$ cat src/rtl/uart_rx_op.sv
// ---------------------------------------------------------------------------
// uart_rx_op
//
// UART receiver for 8-bit frames: start bit, 8 data bits LSB first, optional
// parity bit, one stop bit. Bit timing is derived from a shared 16x
// oversampling tick (clk_en); one bit time is 16 ticks. Every received frame
// is delivered with a single-cycle rx_valid strobe plus error flags that hold
// until the next strobe.
//
// Parameters
//   VERIFY_ON    1 = a parity bit sits between the data bits and the stop bit
//   VERIFY_EVEN  1 = even parity (bit == ^data), 0 = odd parity (bit == ~^data)
//
// Ports
//   clk         system clock
//   reset       asynchronous, active-high reset
//   clk_en      16x bit-rate tick, one clk cycle wide
//   uart_rx     asynchronous serial input, idle high
//   dataout     last received byte, held until the next frame completes
//   rx_valid    one-cycle strobe: dataout and error flags were just updated
//   parity_err  parity mismatch on the strobed frame (always 0 if !VERIFY_ON)
//   frame_err   stop bit sampled low on the strobed frame
//   uart_busy   registered "receiver not idle" indication
// ---------------------------------------------------------------------------
module uart_rx_op #(
    parameter logic VERIFY_ON   = 1'b0,
    parameter logic VERIFY_EVEN = 1'b0
) (
    input  logic       clk,
    input  logic       reset,
    input  logic       clk_en,
    input  logic       uart_rx,
    output logic [7:0] dataout,
    output logic       rx_valid,
    output logic       parity_err,
    output logic       frame_err,
    output logic       uart_busy
);

    typedef enum logic [4:0] {
        S_IDLE   = 5'b00001,
        S_START  = 5'b00010,
        S_DATA   = 5'b00100,
        S_VERIFY = 5'b01000,
        S_STOP   = 5'b10000
    } state_t;

    state_t     r_state;
    logic       r_sync1;
    logic       r_rx_s;
    logic       r_rx_prev;
    logic [3:0] r_samp_cnt;
    logic [2:0] r_bit_cnt;
    logic [7:0] r_shift;
    logic       r_perr;
    logic [7:0] r_dataout;
    logic       r_rx_valid;
    logic       r_parity_err;
    logic       r_frame_err;
    logic       r_busy;

    logic       w_fall;
    logic       w_mid;
    logic       w_expected;

    // A start is only a 1->0 transition; a line held low never retriggers.
    assign w_fall     = r_rx_prev & ~r_rx_s;
    // After the start-bit realignment, counter==15 lands in the middle of a bit.
    assign w_mid      = clk_en && (r_samp_cnt == 4'd15);
    assign w_expected = (^r_shift) ^ ~VERIFY_EVEN;

    always_ff @(posedge clk or posedge reset) begin
        if (reset) begin
            r_state      <= S_IDLE;
            r_sync1      <= 1'b1;
            r_rx_s       <= 1'b1;
            r_rx_prev    <= 1'b1;
            r_samp_cnt   <= 4'd0;
            r_bit_cnt    <= 3'd0;
            r_shift      <= 8'h00;
            r_perr       <= 1'b0;
            r_dataout    <= 8'h00;
            r_rx_valid   <= 1'b0;
            r_parity_err <= 1'b0;
            r_frame_err  <= 1'b0;
            r_busy       <= 1'b0;
        end else begin
            r_sync1    <= uart_rx;
            r_rx_s     <= r_sync1;
            r_rx_prev  <= r_rx_s;
            r_rx_valid <= 1'b0;
            r_busy     <= (r_state != S_IDLE);

            case (r_state)
                S_IDLE: begin
                    r_samp_cnt <= 4'd0;
                    r_bit_cnt  <= 3'd0;
                    if (w_fall) begin
                        r_perr  <= 1'b0;
                        r_state <= S_START;
                    end
                end

                S_START: begin
                    if (clk_en) begin
                        r_samp_cnt <= r_samp_cnt + 4'd1;
                        if (r_samp_cnt == 4'd7) begin
                            if (r_rx_s) begin
                                // Line already high again mid start bit: glitch.
                                r_state <= S_IDLE;
                            end else begin
                                // Re-phase so the next samples fall mid-bit.
                                r_samp_cnt <= 4'd0;
                                r_state    <= S_DATA;
                            end
                        end
                    end
                end

                S_DATA: begin
                    if (clk_en) begin
                        r_samp_cnt <= r_samp_cnt + 4'd1;
                    end
                    if (w_mid) begin
                        r_shift   <= {r_rx_s, r_shift[7:1]};
                        r_bit_cnt <= r_bit_cnt + 3'd1;
                        if (r_bit_cnt == 3'd7) begin
                            r_state <= VERIFY_ON ? S_VERIFY : S_STOP;
                        end
                    end
                end

                S_VERIFY: begin
                    if (clk_en) begin
                        r_samp_cnt <= r_samp_cnt + 4'd1;
                    end
                    if (w_mid) begin
                        r_perr  <= (r_rx_s != w_expected);
                        r_state <= S_STOP;
                    end
                end

                S_STOP: begin
                    if (clk_en) begin
                        r_samp_cnt <= r_samp_cnt + 4'd1;
                    end
                    // Leaving mid stop bit leaves half a bit to catch the
                    // next start edge of a back-to-back frame.
                    if (w_mid) begin
                        r_dataout    <= r_shift;
                        r_frame_err  <= ~r_rx_s;
                        r_parity_err <= VERIFY_ON ? r_perr : 1'b0;
                        r_rx_valid   <= 1'b1;
                        r_state      <= S_IDLE;
                    end
                end

                default: begin
                    r_state <= S_IDLE;
                end
            endcase
        end
    end

    assign dataout    = r_dataout;
    assign rx_valid   = r_rx_valid;
    assign parity_err = r_parity_err;
    assign frame_err  = r_frame_err;
    assign uart_busy  = r_busy;

endmodule

$ cat config.mk
export PLATFORM = sky130hd
export DESIGN_NAME = uart_rx_op
export DESIGN_NICKNAME = d
export VERILOG_FILES = /design/src/rtl/uart_rx_op.sv
export SDC_FILE = /design/constraint.sdc
export NUM_CORES = 1
export LEC_CHECK = 0
export ABC_AREA = 1
export CELL_PAD_IN_SITES_DETAIL_PLACEMENT = 1
export CELL_PAD_IN_SITES_GLOBAL_PLACEMENT = 1
export CORE_ASPECT_RATIO = 2
export CORE_MARGIN = 1.5
export CORE_UTILIZATION = 42
export CTS_CLUSTER_DIAMETER = 40
export DETAILED_ROUTE_END_ITERATION = 8
export PLACE_DENSITY_LB_ADDON = 0.12
export SLEW_MARGIN = 20
export SYNTH_ARGS = -nofsm -noshare
export SYNTH_HDL_FRONTEND = slang
export SYNTH_SLANG_ARGS = --single-unit
$ cat constraint.sdc
create_clock -name clk -period 1.8 [get_ports clk]
set_input_delay 0.18 -clock clk [delete_from_list [all_inputs] [get_ports clk]]
set_output_delay 0.18 -clock clk [all_outputs]
set_load 0.005 [all_outputs]
==> results of run 1 <==
==> final timing paths <==
kind	startpoint	endpoint	cells past startpoint
worst max-delay path	r_samp_cnt[0]	r_bit_cnt[1]	7
worst min-delay path	reset	r_shift[6]	3
worst max register to register	r_samp_cnt[0]	r_bit_cnt[1]	7
worst min register to register	r_sync1	r_rx_s	0
max in group asynchronous	reset	r_rx_s	3
min in group clk	uart_rx	r_sync1	1
==> metal layers <==
| metal | share of wire | vias up |
|---|---|---|
| li1 | - | 592 |
| met1 | 0.37 | 585 |
| met2 | 0.58 | 12 |
| met3 | 0.018 | 6 |
| met4 | 0.026 | 0 |
| met5 | 0 | - |
==> cell type report <==
| cell class | instances | area [um^2] |
|---|---|---|
| fill | 437 | 1762 |
| sequential | 33 | 830.8 |
| multi-input combinational | 118 | 640.6 |
| timing repair buffer | 15 | 147.6 |
| clock buffer | 8 | 90.09 |
| inverter | 20 | 75.07 |
| tap | 49 | 61.31 |
==> cells by family after synthesis <==
group | after synthesis | synth area share
adder cells (fa/ha/maj) | 3 | 0.02370
AND/OR/NAND/NOR | 91 | 0.2623
flip-flops | 33 | 0.5245
XOR/XNOR | 1 | 0.005530
other | 1 | 0.002367
buffers and inverters | 24 | 0.07108
AO/OA/AOI/OAI | 22 | 0.1106
==> metrics by stage <==
step | power (mW) | area (um^2) | instances | hold slack, ns
2_1_floorplan | 1.331 | 1584 | 175 | 0.1845
3_3_place_gp | 1.456 | 1755 | 235 | 0.3472
6_report | 2.040 | 1846 | 243 | 0.2880
4_1_cts | 2.066 | 1846 | 243 | 0.2948
5_1_grt | 2.190 | 1846 | 243 | 0.3057
3_5_place_dp | 1.485 | 1755 | 235 | 0.3472
==> synthesized netlist by cell type, drive strengths merged (3+ instances only) <==
library cell | number | share of area
dfrtp | 29 | 0.46
nand4 | 3 | 0.012
ha | 3 | 0.024
nor2 | 7 | 0.018
dfstp | 4 | 0.066
nand2 | 59 | 0.15
inv | 20 | 0.047
o21ai | 20 | 0.10
buf | 4 | 0.024
nand3 | 20 | 0.066
==> where the power goes <==
group          total, mW  internal (mW)  switching [mW]  leakage (nW)
registers          0.896          0.828          0.0680         0.442
clock network      0.572          0.312           0.260        0.0455
logic              0.572          0.172           0.399         0.458
total               2.04           1.31           0.728         0.945
==> state kept, by name, summed over array words and instances (netlist names) <==
register / cells
uart_busy: 1
r_bit_cnt: 3
r_sync1: 1
r_samp_cnt: 4
rx_valid: 1
r_shift: 8
dataout: 8
r_rx_s: 1
frame_err: 1
r_rx_prev: 1
r_state: 4
==> worst min-delay path, stage by stage <==
cell and delay [ns]:
clkdlybuf4s50_1 0.40, inv_1 0.05, buf_4 0.36
==> results.toml, run 1 <==
[outcome]
status = "completed"

[sta]
rsz0062_at_grt = "false"
timing.final.crit_share = 0.9070
drv_slew = 0
clock_skew_ns = 0.01178
timing.final.ws_setup_ns = 0.1674
fin_crit_ns = 1.633
final_hold_viol_count = 0
setup_tns_ns = 0
setup_violations = 0
max_freq_mhz = 612.5

[placed_design]
routabilityCongestion = 0.8947
hpwlAfterDp_mm = 2.604
portBuffers = 14
place_ws_ns = 0.1351

[global_route]
gr-usage-met1 = 0.2332
use_met3 = 0.03614
use_met2 = 0.3530
antenna_found_initial = 0
grt_pass1_wl_mm = 6.196
track_usage = 0.2090
overflow = 0
grt_pass1_vias = 1346
grt_max_degree = 34
top_usage_layer = "met2"

[critical_path]
worstPathArrival_ns = 1.85
worst_setup_path_start_kind = "register"
required_ns = 2.01
path_cells = "ha_1, nand2_2, nor3_4, nand2_4, nand2_1, nand3_1, nand2_1"
slowest_stage = "dfrtp_1"
cp_common_cell = "nand2_1"
crit_buf_inv = 0
critPathCaptureType = "register"
crit_fanout = 19
critical-path-top-delay-family = "simple AND/OR/NAND/NOR gates"
cpPeakStageDelay_ns = 0.42
reg2reg_slack_ns = 0.17
critPathKind = "reg2reg"

[pwr]
power.leakage_nw = 0.9453
peakVddDrop_mv = 0.6079
p_per_area_nw_per_um2 = 1105

[yosys]
ys_seq_area_frac = 0.5245
ys_seq_elements = 33
syn_avg_cell_area_um2 = 9.052
synth_warnings = 0
synth_edf_count = 0
syn_nets = 182
synthCells = 175
yosys.cell_types.count = 23
async_reset_ff_frac = 1.000
synth_area_um2 = 1584
synthFlopType = "dfrtp_1"

[floorplanning]
dieArea_um2 = 4171
die_x_um = 46.43
dieHeight_um = 89.85
io_pins = 16
initial_core_util = 0.4391
rows = 31
core_area_um2 = 3607

[clocking]
htreeDepth = 2
post_cts_resized = 0
clock_latency_ns = 0.29
numClockSinks = 33
cts_root_buf = "clkbuf_8"
cts_buffers = 5
clk_path_buf_depth = 2
hold_buffers = 0
post_cts_buffers = 0
cts_tree = "done"
path_clk_slew_ns = 0.07

[routing]
avgRoutedWirePerCell_um = 14.12
routed_wl_mm = 3.431
ant_nets = 0
drtPass1Iterations = 3
viasPerCell = 4.918
vias = 1195
drtIter0Drc = 11
drc = 0

[finish]
fin_util = 0.5116
layout-drive-gt1-share = 0.1753
final_common_cell = "nand2_1"
layout_common_cells = "56 x nand2_1, 29 x dfrtp_1, 19 x inv_1, 19 x nand3_1, 16 x o21ai_2"
area_growth_pct = 16.51
nets = 200
n_antenna_cell = 0

[run]
cap_violations = 0

[hold_path]
hold_path.class = "in2async"
No activity file was read; power rests on OpenSTA's default activity.
==> run 2: changes to the inputs <==
--- a/config.mk
+++ b/config.mk
@@ -10,7 +10,7 @@
 export CELL_PAD_IN_SITES_GLOBAL_PLACEMENT = 1
 export CORE_ASPECT_RATIO = 2
 export CORE_MARGIN = 1.5
-export CORE_UTILIZATION = 42
+export CORE_UTILIZATION = 38
 export CTS_CLUSTER_DIAMETER = 40
 export DETAILED_ROUTE_END_ITERATION = 8
 export PLACE_DENSITY_LB_ADDON = 0.12
==> constraint.sdc (replaced) <==
create_clock -name clk -period 1.3 [get_ports clk]
set_input_delay 0.13 -clock clk [delete_from_list [all_inputs] [get_ports clk]]
set_output_delay 0.13 -clock clk [all_outputs]
set_load 0.005 [all_outputs]
==> results.toml, run 2 (same netlist as run 1, synthesis figures left out) <==
[sta]
rsz0062_at_grt = "true"
timing.final.crit_share = 1.120
setup_violations = 27
fin_crit_ns = 1.455
final_hold_viol_count = 0
max_freq_mhz = 687.1
drv_slew = 0
timing.final.ws_setup_ns = -0.1554
setup_tns_ns = -1.754
clock_skew_ns = 0.005403

[floorplanning]
die_x_um = 48.66
io_pins = 16
dieArea_um2 = 4588
dieHeight_um = 94.31
initial_core_util = 0.3915
rows = 33
core_area_um2 = 4046

[pwr]
clockPowerShare = 0.217
power.leakage_nw = 1.266
p_per_area_nw_per_um2 = 1496
p_total_mw = 3.516
pwr-share-seq = 0.354
p_switching_mw = 1.365
peakVddDrop_mv = 0.8956
p_int_mw = 2.151
swShare = 0.3882
power.share.combinational = 0.429

[finish]
area_growth_pct = 48.34
final_common_cell = "nand2_1"
fin_util = 0.5807
nets = 239
layout_common_cells = "42 x nand2_1, 32 x buf_4, 29 x dfrtp_1, 16 x o21ai_2, 13 x inv_1"
layout-drive-gt1-share = 0.4678
n_antenna_cell = 0

[routing]
drc = 0
drtIter0Drc = 18
ant_nets = 0
routed_wl_mm = 4.965
viasPerCell = 5.102
met1_length_mm = 1.681
dr_wl_met3_um = 85
drtPass1Iterations = 4
vias = 1454
wl_met2_mm = 3.049
top_layer = "met4"
avgRoutedWirePerCell_um = 17.42

[placed_design]
portBuffers = 14
routabilityCongestion = 0.8479
place_ws_ns = -0.2699
hpwlAfterDp_mm = 3.181

[clocking]
numClockSinks = 33
htreeDepth = 2
cts_buffers = 5
clock_latency_ns = 0.29
clk_path_buf_depth = 2
cts_tree = "done"
hold_buffers = 0
cts_root_buf = "clkbuf_8"
path_clk_slew_ns = 0.07

[critical_path]
timing.rr.end = "r_state[2]"
timing.rr.start = "r_bit_cnt[1]"
worstPathArrival_ns = 1.69
required_ns = 1.54
reg2regPathDepth = 9
crit_fanout = 4
reg2reg_slack_ns = -0.16
critPathCaptureType = "register"
critPathKind = "reg2reg"
worst_setup_path_start_kind = "register"

[hold_path]
hold_path.class = "in2async"

[outcome]
failed_checks = "negative setup slack"
status = "complete, but fails checks"

[global_route]
grt_pass1_wl_mm = 7.955
antenna_found_initial = 0
track_usage = 0.2370
grt_pass1_vias = 1643
overflow = 0
grt_max_degree = 34

[run]
cap_violations = 0
[run 2: per-stage QoR]
step,std cells,instance area (um^2),hold slack [ns]
final,285,2350,0.1838
after CTS,278,2257,0.1999
after global routing,285,2350,0.1965
after detailed placement,262,1962,0.3527
after global placement,262,1962,0.3495
after floorplan,175,1598,0.1345
[run 2: layer usage]
metal  global-route usage  vias to the layer above
met5                    0                        -
met4               0.1357                        0
met3              0.03185                       11
met2               0.4658                       25
met1               0.2274                      742
li1                     -                      676
[run 2: critical path, stage by stage, from the launching register on]
cell	delay (ns)
dfrtp_1	0.39
ha_2	0.23
ha_4	0.13
inv_2	0.03
nand4_1	0.08
nand2_1	0.07
nor2_2	0.15
buf_6	0.15
nand3_2	0.09
nand2_2	0.07
[run 2: worst max path at each step]
| stage | from | end | slack [ns] | cells after the start |
|---|---|---|---|---|
| final | r_bit_cnt[1] | r_state[2] | -0.16 | 9 |
| after global routing | r_samp_cnt[0] | r_state[2] | -0.22 | 8 |
| after CTS | r_samp_cnt[1] | r_shift[1] | -0.10 | 7 |
| after detailed placement | clk_en | r_bit_cnt[0] | -0.27 | 7 |
| after global placement | clk_en | r_shift[3] | -0.20 | 6 |
| after floorplan | r_samp_cnt[0] | r_bit_cnt[1] | -0.08 | 7 |
[run 2: what timing repair did]
item,CTS,global route
pin swaps,17,7
setup buffers,7,7
gates cloned,1,0
endpoints found under the setup margin,32,37
gates resized for setup,40,16
[run 2: power groups by stage]
stage / registers (mW) / logic (mW) / clock network [mW]
6_report: 1.25 / 1.51 / 0.764
2_1_floorplan: 1.24 / 0.612 / 0
4_1_cts: 1.24 / 1.37 / 0.774
3_3_place_gp: 1.23 / 1.08 / 0
5_1_grt: 1.26 / 1.63 / 0.813
3_5_place_dp: 1.23 / 1.13 / 0
[run 2: area by class of cell]
type,count,area [um^2]
fillers,489,1697
flip-flops and latches,33,830.8
multi-input cells,119,802.0
repair buffers,53,489.2
inverters,20,80.08
clock buffers,6,72.57
well taps,52,65.06
clock inverters,2,10.01
==> run 3: changes to the inputs <==
--- a/config.mk
+++ b/config.mk
@@ -10,9 +10,10 @@
 export CELL_PAD_IN_SITES_GLOBAL_PLACEMENT = 1
 export CORE_ASPECT_RATIO = 2
 export CORE_MARGIN = 1.5
-export CORE_UTILIZATION = 38
+export CORE_UTILIZATION = 42
 export CTS_CLUSTER_DIAMETER = 40
 export DETAILED_ROUTE_END_ITERATION = 8
+export GPL_ROUTABILITY_DRIVEN = 0
 export PLACE_DENSITY_LB_ADDON = 0.12
 export SLEW_MARGIN = 20
 export SYNTH_ARGS = -nofsm -noshare
==> constraint.sdc (replaced) <==
create_clock -name clk -period 1.6 [get_ports clk]
set_input_delay 0.16 -clock clk [delete_from_list [all_inputs] [get_ports clk]]
set_output_delay 0.16 -clock clk [all_outputs]
set_load 0.005 [all_outputs]
==> results.toml, run 3 (same netlist as run 1, synthesis figures left out) <==
[outcome]
status = "completed"

[clocking]
cts_tree = "done"
clock_latency_ns = 0.29
clk_path_buf_depth = 2
cts_buffers = 5
numClockSinks = 33
htreeDepth = 2
cts_root_buf = "clkbuf_8"
path_clk_slew_ns = 0.07

[finish]
layout_common_cells = "54 x nand2_1, 29 x dfrtp_1, 19 x inv_1, 19 x nand3_1, 16 x o21ai_2"
final_common_cell = "nand2_1"
nets = 210
layout-drive-gt1-share = 0.2451
fin_cells = 253
fin_util = 0.5401
n_antenna_cell = 0
area_growth_pct = 22.99

[floorplanning]
dieArea_um2 = 4171
dieHeight_um = 89.85
die_x_um = 46.43
rows = 31
io_pins = 16
initial_core_util = 0.4391
core_area_um2 = 3607

[critical_path]
crit_buf_inv = 1
slowest_stage = "dfrtp_1"
worstPathArrival_ns = 1.67
timing.rr.start = "r_samp_cnt[1]"
critPathKind = "reg2reg"
crit_fanout = 8
required_ns = 1.78
reg2regPathDepth = 7
critical-path-top-delay-family = "simple AND/OR/NAND/NOR gates"
path_cells = "ha_4, nand2_2, nor3_4, nand2_4, buf_4, nand3_1, nand2_1"
critPathCaptureType = "register"
timing.rr.end = "r_bit_cnt[2]"
cpPeakStageDelay_ns = 0.44
worst_setup_path_start_kind = "register"
reg2reg_slack_ns = 0.11

[routing]
avgRoutedWirePerCell_um = 14.80
drc = 0
routed_wl_mm = 3.745
vias = 1263
viasPerCell = 4.992
drtIter0Drc = 12
drtPass1Iterations = 4
ant_nets = 0

[global_route]
antenna_found_initial = 0
overflow = 0
track_usage = 0.2154
grt_pass1_vias = 1377
grt_pass1_wl_mm = 6.417
grt_max_degree = 34

[sta]
setup_violations = 0
drv_slew = 0
max_freq_mhz = 669.6
timing.final.crit_share = 0.9334
clock_skew_ns = 0.009356
final_hold_viol_count = 0
rsz0062_at_grt = "false"
hold_slack_ns = 0.2626
fin_crit_ns = 1.493

[hold_path]
hold_path.class = "in2async"

[run]
cap_violations = 0

[pwr]
swShare = 0.3720
clockPowerShare = 0.260
pwr-share-seq = 0.425
power.share.combinational = 0.315
power.leakage_nw = 0.9935
peakVddDrop_mv = 0.8288
p_int_mw = 1.480
p_per_area_nw_per_um2 = 1210
p_switching_mw = 0.8770

[placed_design]
placedCellCount = 240
portBuffers = 14
hpwlAfterDp_mm = 2.781
[run 3: worst register-to-register path, cell delays in order (launching register included)]
cell and delay [ns]:
dfrtp_1 0.44, ha_4 0.18, nand2_2 0.07, nor3_4 0.25, nand2_4 0.15, buf_4 0.18
nand3_1 0.07, nand2_1 0.06
[run 3: how the worst max path moves through the flow]
stage	from	end	slack, ns	cells after the start
after global placement	clk_en	r_bit_cnt[0]	0.04	7
after global routing	r_state[0]	r_state[0]	0.006	7
after floorplan	r_samp_cnt[0]	r_bit_cnt[1]	0.21	7
final	r_samp_cnt[1]	r_bit_cnt[2]	0.11	7
after CTS	r_samp_cnt[1]	r_shift[4]	0.02	7
after detailed placement	clk_en	r_bit_cnt[0]	-0.06	7
[run 3: timing repair]
item | in CTS | in global routing
pin swaps | 2 | 2
setup buffers | 4 | 1
hold buffers | 0 | 0
setup endpoints to repair | 2 | 24
gates resized for setup | 1 | 5
[run 3: per-layer routing]
| metal | vias up | part of all wire | wire, um | track usage |
|---|---|---|---|---|
| li1 | 617 | - | - | - |
| met5 | - | 0 | 0 | 0 |
| met1 | 622 | 0.37 | 1368 | 0.2297 |
| met2 | 16 | 0.59 | 2197 | 0.3634 |
| met4 | 0 | 0.030 | 112 | 0.1238 |
| met3 | 8 | 0.018 | 66 | 0.04217 |
[run 3: area by class of cell]
class,count,area [um^2]
clock buffer,6,72.57
sequential,33,830.8
timing repair buffer,25,235.2
inverter,20,75.07
clock inverter,2,10.01
multi-input combinational,118,663.1
fill,444,1659
tap,49,61.31
[run 3: metrics by stage]
step,power (mW),worst slack [ns],setup TNS [ns],area [um^2]
floorplan,1.498,0.2102,0,1584
global placement,1.665,0.04496,0,1793
detailed placement,1.717,-0.06446,-0.1200,1793
CTS,2.331,0.01706,0,1921
global route,2.510,0.005583,0,1948
finish,2.357,0.1065,0,1948
[run 3: power groups by stage]
stage | sequential (mW) | combinational [mW] | clock (mW)
after floorplan | 1.00 | 0.493 | 0
after global placement | 1.01 | 0.656 | 0
after detailed placement | 1.01 | 0.704 | 0
after CTS | 0.997 | 0.710 | 0.624
after global routing | 1.01 | 0.841 | 0.657
final | 1.00 | 0.742 | 0.613
